$ cat config.mk
export PLATFORM = sky130hd
export DESIGN_NAME = rr_regbank_arbiter
export DESIGN_NICKNAME = d
export VERILOG_FILES = /design/src/rtl/rr_regbank_arbiter.sv
export SDC_FILE = /design/constraint.sdc
export NUM_CORES = 1
export LEC_CHECK = 0
export BUFFER_PORTS_ARGS = -buffer_cell sky130_fd_sc_hd__buf_2
export CORE_MARGIN = 2
export CORE_UTILIZATION = 25
export CTS_CLUSTER_DIAMETER = 50
export DETAILED_ROUTE_END_ITERATION = 12
export PLACE_DENSITY_LB_ADDON = 0.1
export SLEW_MARGIN = 10
export SYNTH_ARGS = -nofsm -noshare
export SYNTH_HDL_FRONTEND = slang
export SYNTH_SLANG_ARGS = --single-unit
$ cat constraint.sdc
create_clock -name clk -period 4.6 [get_ports clk]
set_clock_uncertainty 0.15 [all_clocks]
set_input_delay 0.46 -clock clk [delete_from_list [all_inputs] [get_ports clk]]
set_output_delay 0.46 -clock clk [all_outputs]
set_load 0.05 [all_outputs]
$ cat src/rtl/rr_regbank_arbiter.sv
// rr_regbank_arbiter: round-robin arbiter in front of a small bank of
// preset/clear-capable registers. An init sweep clears the bank one entry
// per cycle after reset or on init_req; afterwards one requester per cycle
// is granted and its command (NOP/LOAD/PRESET/CLEAR) is applied to the bank.
//
// Handshake: a requester holds req (with stable op/addr/wdata) until it sees
// its one-cycle gnt pulse, which appears the cycle after the winning edge.
// During the gnt cycle the requester drops req or presents a new command;
// req still high on the following edge counts as a brand new request.
module rr_regbank_arbiter #(
    parameter int NREQ  = 4,
    parameter int WIDTH = 8,
    parameter int DEPTH = 4,
    parameter int AW    = 2
) (
    input  logic                  clk,
    input  logic                  rst,
    input  logic                  init_req,
    input  logic [NREQ-1:0]       req,
    input  logic [2*NREQ-1:0]     op,
    input  logic [AW*NREQ-1:0]    addr,
    input  logic [WIDTH*NREQ-1:0] wdata,
    output logic [NREQ-1:0]       gnt,
    output logic                  busy,
    input  logic [AW-1:0]         rd_addr,
    output logic [WIDTH-1:0]      rd_data,
    output logic                  dbg_state
);

    localparam int PW = (NREQ > 1) ? $clog2(NREQ) : 1;

    localparam logic [1:0] OP_NOP    = 2'b00;
    localparam logic [1:0] OP_LOAD   = 2'b01;
    localparam logic [1:0] OP_PRESET = 2'b10;
    localparam logic [1:0] OP_CLEAR  = 2'b11;

    typedef enum logic [0:0] {
        ST_INIT = 1'b0,
        ST_ARB  = 1'b1
    } state_t;

    state_t            state_q, state_d;
    logic [AW-1:0]     idx_q, idx_d;
    logic [PW-1:0]     ptr_q, ptr_d;
    logic [NREQ-1:0]   gnt_q, gnt_d;
    logic [WIDTH-1:0]  rd_data_q, rd_data_d;
    logic [WIDTH-1:0]  bank_q [DEPTH];
    logic [WIDTH-1:0]  bank_d [DEPTH];

    logic [NREQ-1:0]   elig;
    logic              win_found;
    logic [PW-1:0]     win_idx;
    logic [PW-1:0]     cand_idx;
    logic [1:0]        win_op;
    logic [AW-1:0]     win_addr;
    logic [WIDTH-1:0]  win_data;

    // Pick the first eligible requester at or after ptr, wrapping; the
    // requester currently holding gnt is masked so its stale req is ignored.
    always_comb begin
        elig      = req & ~gnt_q;
        win_found = 1'b0;
        win_idx   = '0;
        cand_idx  = '0;
        for (int off = 0; off < NREQ; off++) begin
            cand_idx = PW'((int'(ptr_q) + off) % NREQ);
            if (!win_found && elig[cand_idx]) begin
                win_found = 1'b1;
                win_idx   = cand_idx;
            end
        end
    end

    // Winner's command fields, sliced out of the packed request buses.
    always_comb begin
        win_op   = op[int'(win_idx)*2 +: 2];
        win_addr = addr[int'(win_idx)*AW +: AW];
        win_data = wdata[int'(win_idx)*WIDTH +: WIDTH];
    end

    // Next-state, grant, pointer and bank update; init_req cancels this
    // edge's arbitration and restarts the sweep.
    always_comb begin
        state_d = state_q;
        idx_d   = idx_q;
        ptr_d   = ptr_q;
        gnt_d   = '0;
        bank_d  = bank_q;

        case (state_q)
            ST_INIT: begin
                bank_d[idx_q] = '0;
                if (idx_q == AW'(DEPTH - 1)) begin
                    idx_d   = '0;
                    state_d = ST_ARB;
                end else begin
                    idx_d = idx_q + 1'b1;
                end
            end
            ST_ARB: begin
                if (win_found) begin
                    gnt_d[win_idx] = 1'b1;
                    ptr_d          = PW'((int'(win_idx) + 1) % NREQ);
                    case (win_op)
                        OP_LOAD:   bank_d[win_addr] = win_data;
                        OP_PRESET: bank_d[win_addr] = '1;
                        OP_CLEAR:  bank_d[win_addr] = '0;
                        OP_NOP:    bank_d[win_addr] = bank_q[win_addr];
                        default:   bank_d[win_addr] = bank_q[win_addr];
                    endcase
                end
            end
            default: begin
                state_d = ST_INIT;
                idx_d   = '0;
            end
        endcase

        if (init_req) begin
            state_d = ST_INIT;
            idx_d   = '0;
            ptr_d   = ptr_q;
            gnt_d   = '0;
            bank_d  = bank_q;
        end
    end

    // Read port samples the pre-edge contents, so same-edge writes show up
    // one cycle later.
    always_comb begin
        rd_data_d = bank_q[rd_addr];
    end

    // Control registers with synchronous reset into the init sweep.
    always_ff @(posedge clk) begin
        if (rst) begin
            state_q   <= ST_INIT;
            idx_q     <= '0;
            ptr_q     <= '0;
            gnt_q     <= '0;
            rd_data_q <= '0;
        end else begin
            state_q   <= state_d;
            idx_q     <= idx_d;
            ptr_q     <= ptr_d;
            gnt_q     <= gnt_d;
            rd_data_q <= rd_data_d;
        end
    end

    // Bank storage has no reset; the sweep clears it. Writes are held off
    // while rst is high so a cancelled grant never lands.
    always_ff @(posedge clk) begin
        if (!rst) begin
            for (int i = 0; i < DEPTH; i++) begin
                bank_q[i] <= bank_d[i];
            end
        end
    end

    assign gnt       = gnt_q;
    assign busy      = (state_q == ST_INIT);
    assign rd_data   = rd_data_q;
    assign dbg_state = state_q;

endmodule

-- Word-level counts from Yosys, hierarchy flattened
Cells that the tools add are included.
- multipliers: 0
- bitwise gates (word level): 14
- eq/ne operators: 5
- reduce and logical (&&, ||, !) cells: 14
- muxes and demuxes: 36
- shifts and indexed selects: 3
- add/subtract/negate cells: 5
- magnitude comparators: 11
- div/mod/pow operators: 0
- operators by type and width (cell ; number):
    one-hot mux 32 bit (4 select lines) ; 1
    AND 32 bit ; 2
    bitwise mux 32 bit ; 2
    NOT 32 bit ; 2
    one-hot mux 32 bit (2 select lines) ; 1
    2-to-1 mux 8 bit ; 6
    binary-select mux 8 bit (select 2 bit) ; 2
    demux 8 bit (select 2 bit) ; 2
    2-to-1 mux 32 bit ; 1
    bitwise OR 32 bit ; 1
    indexed part select 32 x 6 -> 8 bit ; 1
    indexed part select 8 x 4 -> 2 bit ; 2
    less-than comparator 2 x 3 -> 1 bit (second input constant) ; 5
    2-to-1 mux 1 bit ; 11
    2-to-1 mux 2 bit ; 5
    >= comparator 3 bit (second input constant) ; 3
    NOT 2 -> 3 bit ; 3
    binary-select mux 1 bit (select 2 bit) ; 4
    adder 2 x 1 -> 2 bit (second input constant) ; 3
    == test 2 bit (second input constant) ; 3
    logical AND 1 bit ; 6
    less-than comparator 3 x 1 -> 1 bit (second input constant) ; 2
    AND reduction 3 bit ; 2
    adder 2 bit (second input constant) ; 2
    11 further kinds ; 16
- latch bits: 0
- RAM bits: 0
- output and inout port bits: 14
- memories kept: 0
- flip-flop bits (word level): 49
- bits in read-only memories: 0
- input port bits: 57
- word-level logic and storage cells: 97

-- Longest topological paths before layout
- depth after elaboration: 25
- mapped depth: 13
- mapped depth without buffers: 9

-- Worst setup path after synthesis
Ideal clock, no wire load.
- path kind: register -> register
- from: reg gnt_q[0], in the netlist gnt[0]
- to: reg bank_q[10] in the netlist's numbering (enable)
- setup slack: 1.405 ns
- clock period less this slack: 3.195 ns
- path buffers: 3
- stages on the path, launching flop included: 10
- arrival: 2.667 ns
- setup time: 0.378 ns
- required time: 4.072 ns
- cells stage by stage: dfxtp_1 and2b_1 mux2i_1 o221a_2 buf_4 o221ai_4 and2_1 buf_2 buf_2 a31oi_1
- cells in the longest elaborated chain, start to end: 16
- elaborated cells between the ends (all ways): 22
- those cells by class: eq/ne: 1; mux: 12; bitwise: 2; reduce/logical: 7
- RTL lines (item ; RTL line ; text):
    start, declared ; 45 ; logic [NREQ-1:0] gnt_q, gnt_d;
    start signal, assigned ; 146 ; gnt_q <= gnt_d;
    NOT 4 bit (*) ; 61 ; elig = req & ~gnt_q;
    AND 4 bit (*) ; 61 ;
    binary-select mux 1 bit (select 2 bit) ; 67 ; if (!win_found && elig[cand_idx]) begin
    2-to-1 mux 1 bit (implied by the code) ; 67 ;
    2-to-1 mux 1 bit ; 67 ;
    logical NOT 1 bit ; 67 ;
    logical AND 1 bit ; 67 ;
    2-to-1 mux 1 bit ; 67 ;
    logical NOT 1 bit ; 67 ;
    logical AND 1 bit ; 67 ;
    2-to-1 mux 1 bit ; 67 ;
    logical NOT 1 bit ; 67 ;
    logical AND 1 bit ; 67 ;
    2-to-1 mux 1 bit (*) ; 67 ;
    != test 2 x 1 -> 1 bit (no source line) (*) ; - ;
    AND reduction 3 bit (no source line) (*) ; - ;
    end signal, assigned by index ; 156 ; bank_q[i] <= bank_d[i];
    end, declared ; 47 ; logic [WIDTH-1:0] bank_q [DEPTH];
Every way passes the cells marked *; elsewhere a longest branch is shown, timed or not. The select of a mux whose other input is x is not followed.
A chain may end at the register's enable or synchronous reset.

-- Worst setup path after layout
- from: reg ptr_q[1]
- to: reg bank_q[12] in the netlist's numbering (data pin)
- cells in the longest elaborated chain, start to end: 23
- elaborated cells between the ends (all ways): 48
- those cells by class: add/sub: 3; order compare: 2; eq/ne: 3; shift: 3; mux: 25; bitwise: 4; reduce/logical: 8
- RTL lines (item ; RTL line ; text):
    start, declared ; 44 ; logic [PW-1:0] ptr_q, ptr_d;
    start signal, assigned ; 145 ; ptr_q <= ptr_d;
    parallel branches: the longest is 11 deep, another holds adder 2 x 1 -> 2 bit ; - ;
    2-to-1 mux 2 bit (*) ; 67 ;
    indexed part select 8 x 4 -> 2 bit ; 77 ; win_addr = addr[int'(win_idx)*AW +: AW];
    NOT 2 -> 3 bit ; - ;
    >= comparator 3 bit or less-than comparator 3 x 1 -> 1 bit (tied branches) ; - ;
    logical AND 1 bit ; - ;
    2-to-1 mux 8 bit ; - ;
    demux 8 bit (select 2 bit) ; - ;
    NOT 32 bit (no source line) ; - ;
    AND 32 bit (no source line) ; - ;
    one-hot mux 32 bit (4 select lines) (*) ; 104 ; case (win_op)
    2-to-1 mux 32 bit (*) ; 101 ; if (win_found) begin
    one-hot mux 32 bit (2 select lines) (*) ; 90 ; case (state_q)
Mark *: on every way between the ends. The select of a mux whose other input is x is not followed.

==> results.toml <==
[status]
outcome = "completed"

[setup_path]
crit_type = "register to register"
critPathCaptureType = "register"
cp.required_ns = 4.59
crit_fanout = 17
r2r_start = "ptr_q[1]"
rr_endpoint = "bank_q[12]"
r2r_cells = 8
worst_setup_path_start_kind = "register"
worstPathArrival_ns = 3.60
rrSetupSlack_ns = 1.0

[logic_synthesis]
synth-edff-count = 32
synthesis.area_per_instance_um2 = 9.69
synth_seq_area_share = 0.329
synth-seq-cells = 49
synthArstFlopShare = 0
synth_fa_ha_area_frac = 0.0253
synthFlopType = "edfxtp_1"
synth_cell_type_count = 61
synthCells = 408
netlist_top_cells_area = "edfxtp_1 (24%), dfxtp_1 (8.6%), mux4_2 (6.3%), mux2i_1 (3.0%), nor2b_1 (2.8%)"
synth-simple-area-share = 0.191
synth_area_leader_cell = "edfxtp_1"
synth_top_area_share = 0.243
synth_fp_nets = 473
synthMuxAreaShare = 0.0930
synth_area_um2 = 3960
synth_top_family_by_area = "compound AO/OA/AOI/OAI gates"
yosysWarnings = 0
synth_xor_area_frac = 0
synth-compound-area-share = 0.303

[detailed_routing]
final_antenna_net_count = 0
wl_per_cell_um = 19.0
drcViolationCount = 0
vias_per_cell = 5.34
drt_wl_total_um = 12900
firstDrtPassIters = 4
num_vias = 3624
drtIter0Drc = 235

[sta]
fin_crit_sh = 0.784
fin_tns_setup_ns = 0
worstMarginPinSlew_ns = 0.945
period_minus_slack_ns = 3.60
setup_viol = 0
hold_viol = 0
slew_viol_final = 0
holdWs_ns = 0.228
slew_headroom = 0.370
fmax_mhz = 277
rsz0062_at_grt = "false"

[pwr]
ir_drop_mv = 0.147
internal_power_uw = 867
p_leak_uw = 0.00170
power.switching_uw = 405
seq_power_share = 0.397
power_density_nw_per_um2 = 275
combPwrFrac = 0.252
swShare = 0.318
p_clk_frac = 0.351

[clock_tree]
clockBufferDepth = 2
cts.hold.buffers_added = 0
cts_tree = "done"
clock-sinks = 49
cts-root-buf = "clkbuf_16"
cts_resized = 0
cts.clk_slew.worst_paths_ns = 0.07
post_cts_buffers = 0
cts_made_buffers = 5
htree_levels = 2
clk_latency_ns = 0.30

[global_route]
antenna_found_initial = 0
grt_pass1_wl_um = 20200
groute.usage.overall = 0.159
grt.overflow.total = 0
grt_max_degree = 31
grt_pass1_vias = 3641

[placement]
dp_hpwl_um = 10000
dpl.cell_count = 671
port-buffer-count = 70
gp_congestion = 0.861
postPlaceCellArea_um2 = 4460

[layout]
most-common-layout-cells = "buf_2 (70), edfxtp_1 (32), nand2_1 (28)"
mostFrequentLayoutCell = "buf_2"
drive_gt1_frac = 0.265
fin_area_um2 = 4630
fin_nets = 532
n_antenna_cell = 0
instances_no_fill = 679
synthToLayoutAreaGrowth_pct = 17.1

[die]
die-area_um2 = 16800
start_util = 0.258
die_x_um = 130
ios = 71
core_um2 = 15300
num_rows = 45
dieHeight_um = 130

[worst_hold_path]
hp-start = "init_req"
min_to = "dbg_state"
whs_path_depth = 2
hold_path_class = "input pin to register"

[flow_run]
drv_cap = 0
## power groups by stage
stage	logic, uW	registers [uW]	clock network, uW
6_report	321	505	446
5_1_grt	352	507	479
4_1_cts	321	505	458
3_5_place_dp	320	515	0
3_3_place_gp	322	516	0
2_1_floorplan	215	528	0
## sequential cells by signal (all words and copies together), names as in the netlist
register,cells
bank_q,32
dbg_state,1
gnt,4
idx_q,2
ptr_q,2
rd_data,8
## critical path, stage by stage, from the launching register on
cell and delay, ns:
dfxtp_1 0.50, mux2i_1 0.29, o221a_2 0.49, inv_2 0.26
a221oi_1 0.38, or2_1 0.52, o221ai_1 0.37, nand2b_1 0.26
a41oi_1 0.20
## Yosys cell counts, drive strengths merged (5+ instances only)
cell type   n
o21ai      18
a21oi      16
nor2       19
a221oi      6
a21o       14
nand2b      9
nor2b      18
a31oi      10
edfxtp     32
ha          8
or2         6
o32a        5
and2       16
or3         5
nand3      12
nor3       10
nand2      28
inv        19
o221ai     10
mux2i      12
o22ai      13
o32ai       7
mux4       11
buf        15
nor4        6
clkbuf     10
dfxtp      17
a211oi      6
a22oi       9
a221o       6
## cell families (layout without fill, tap and decap cells)
group,Yosys count,in the layout
DFF,49,49
muxes,23,23
and+or+nand+nor,138,138
buffers and inverters,44,104
adders and majority gates,8,8
AOI/OAI and AO/OA,146,146
## worst max path at each step
stage	startpoint	to	slack [ns]	cells past startpoint
6_report	ptr_q[1]	bank_q[12]	1.0	8
5_1_grt	ptr_q[1]	bank_q[12]	0.66	8
4_1_cts	ptr_q[1]	bank_q[12]	0.97	8
3_5_place_dp	req[0]	bank_q[12]	0.81	10
3_3_place_gp	req[3]	bank_q[12]	0.83	10
2_1_floorplan	gnt[0]	bank_q[10]	1.40	9
## metrics by stage
| step | setup slack [ns] | utilization | total power [uW] |
|---|---|---|---|
| final | 0.996 | 0.303 | 1270 |
| after global routing | 0.661 | 0.303 | 1340 |
| after CTS | 0.971 | 0.303 | 1280 |
| after detailed placement | 0.809 | 0.291 | 835 |
| after global placement | 0.828 | 0.291 | 838 |
| after floorplan | 1.40 | - | 743 |
## routing by layer
layer	wire (um)	track usage	up-vias
met5	0	0	-
met4	229	0.0525	0
met3	677	0.0275	21
met2	6230	0.265	122
met1	5760	0.209	1764
li1	-	-	1717
## layout make-up
type | instances | area (um2)
inverters | 19 | 71.3
repair buffers | 77 | 403
well taps | 211 | 264
flip-flops and latches | 49 | 1300
fillers | 1638 | 10700
multi-input cells | 315 | 2420
clock buffers | 5 | 125
clock inverters | 3 | 45.0
(Power assumes the default switching activity.)
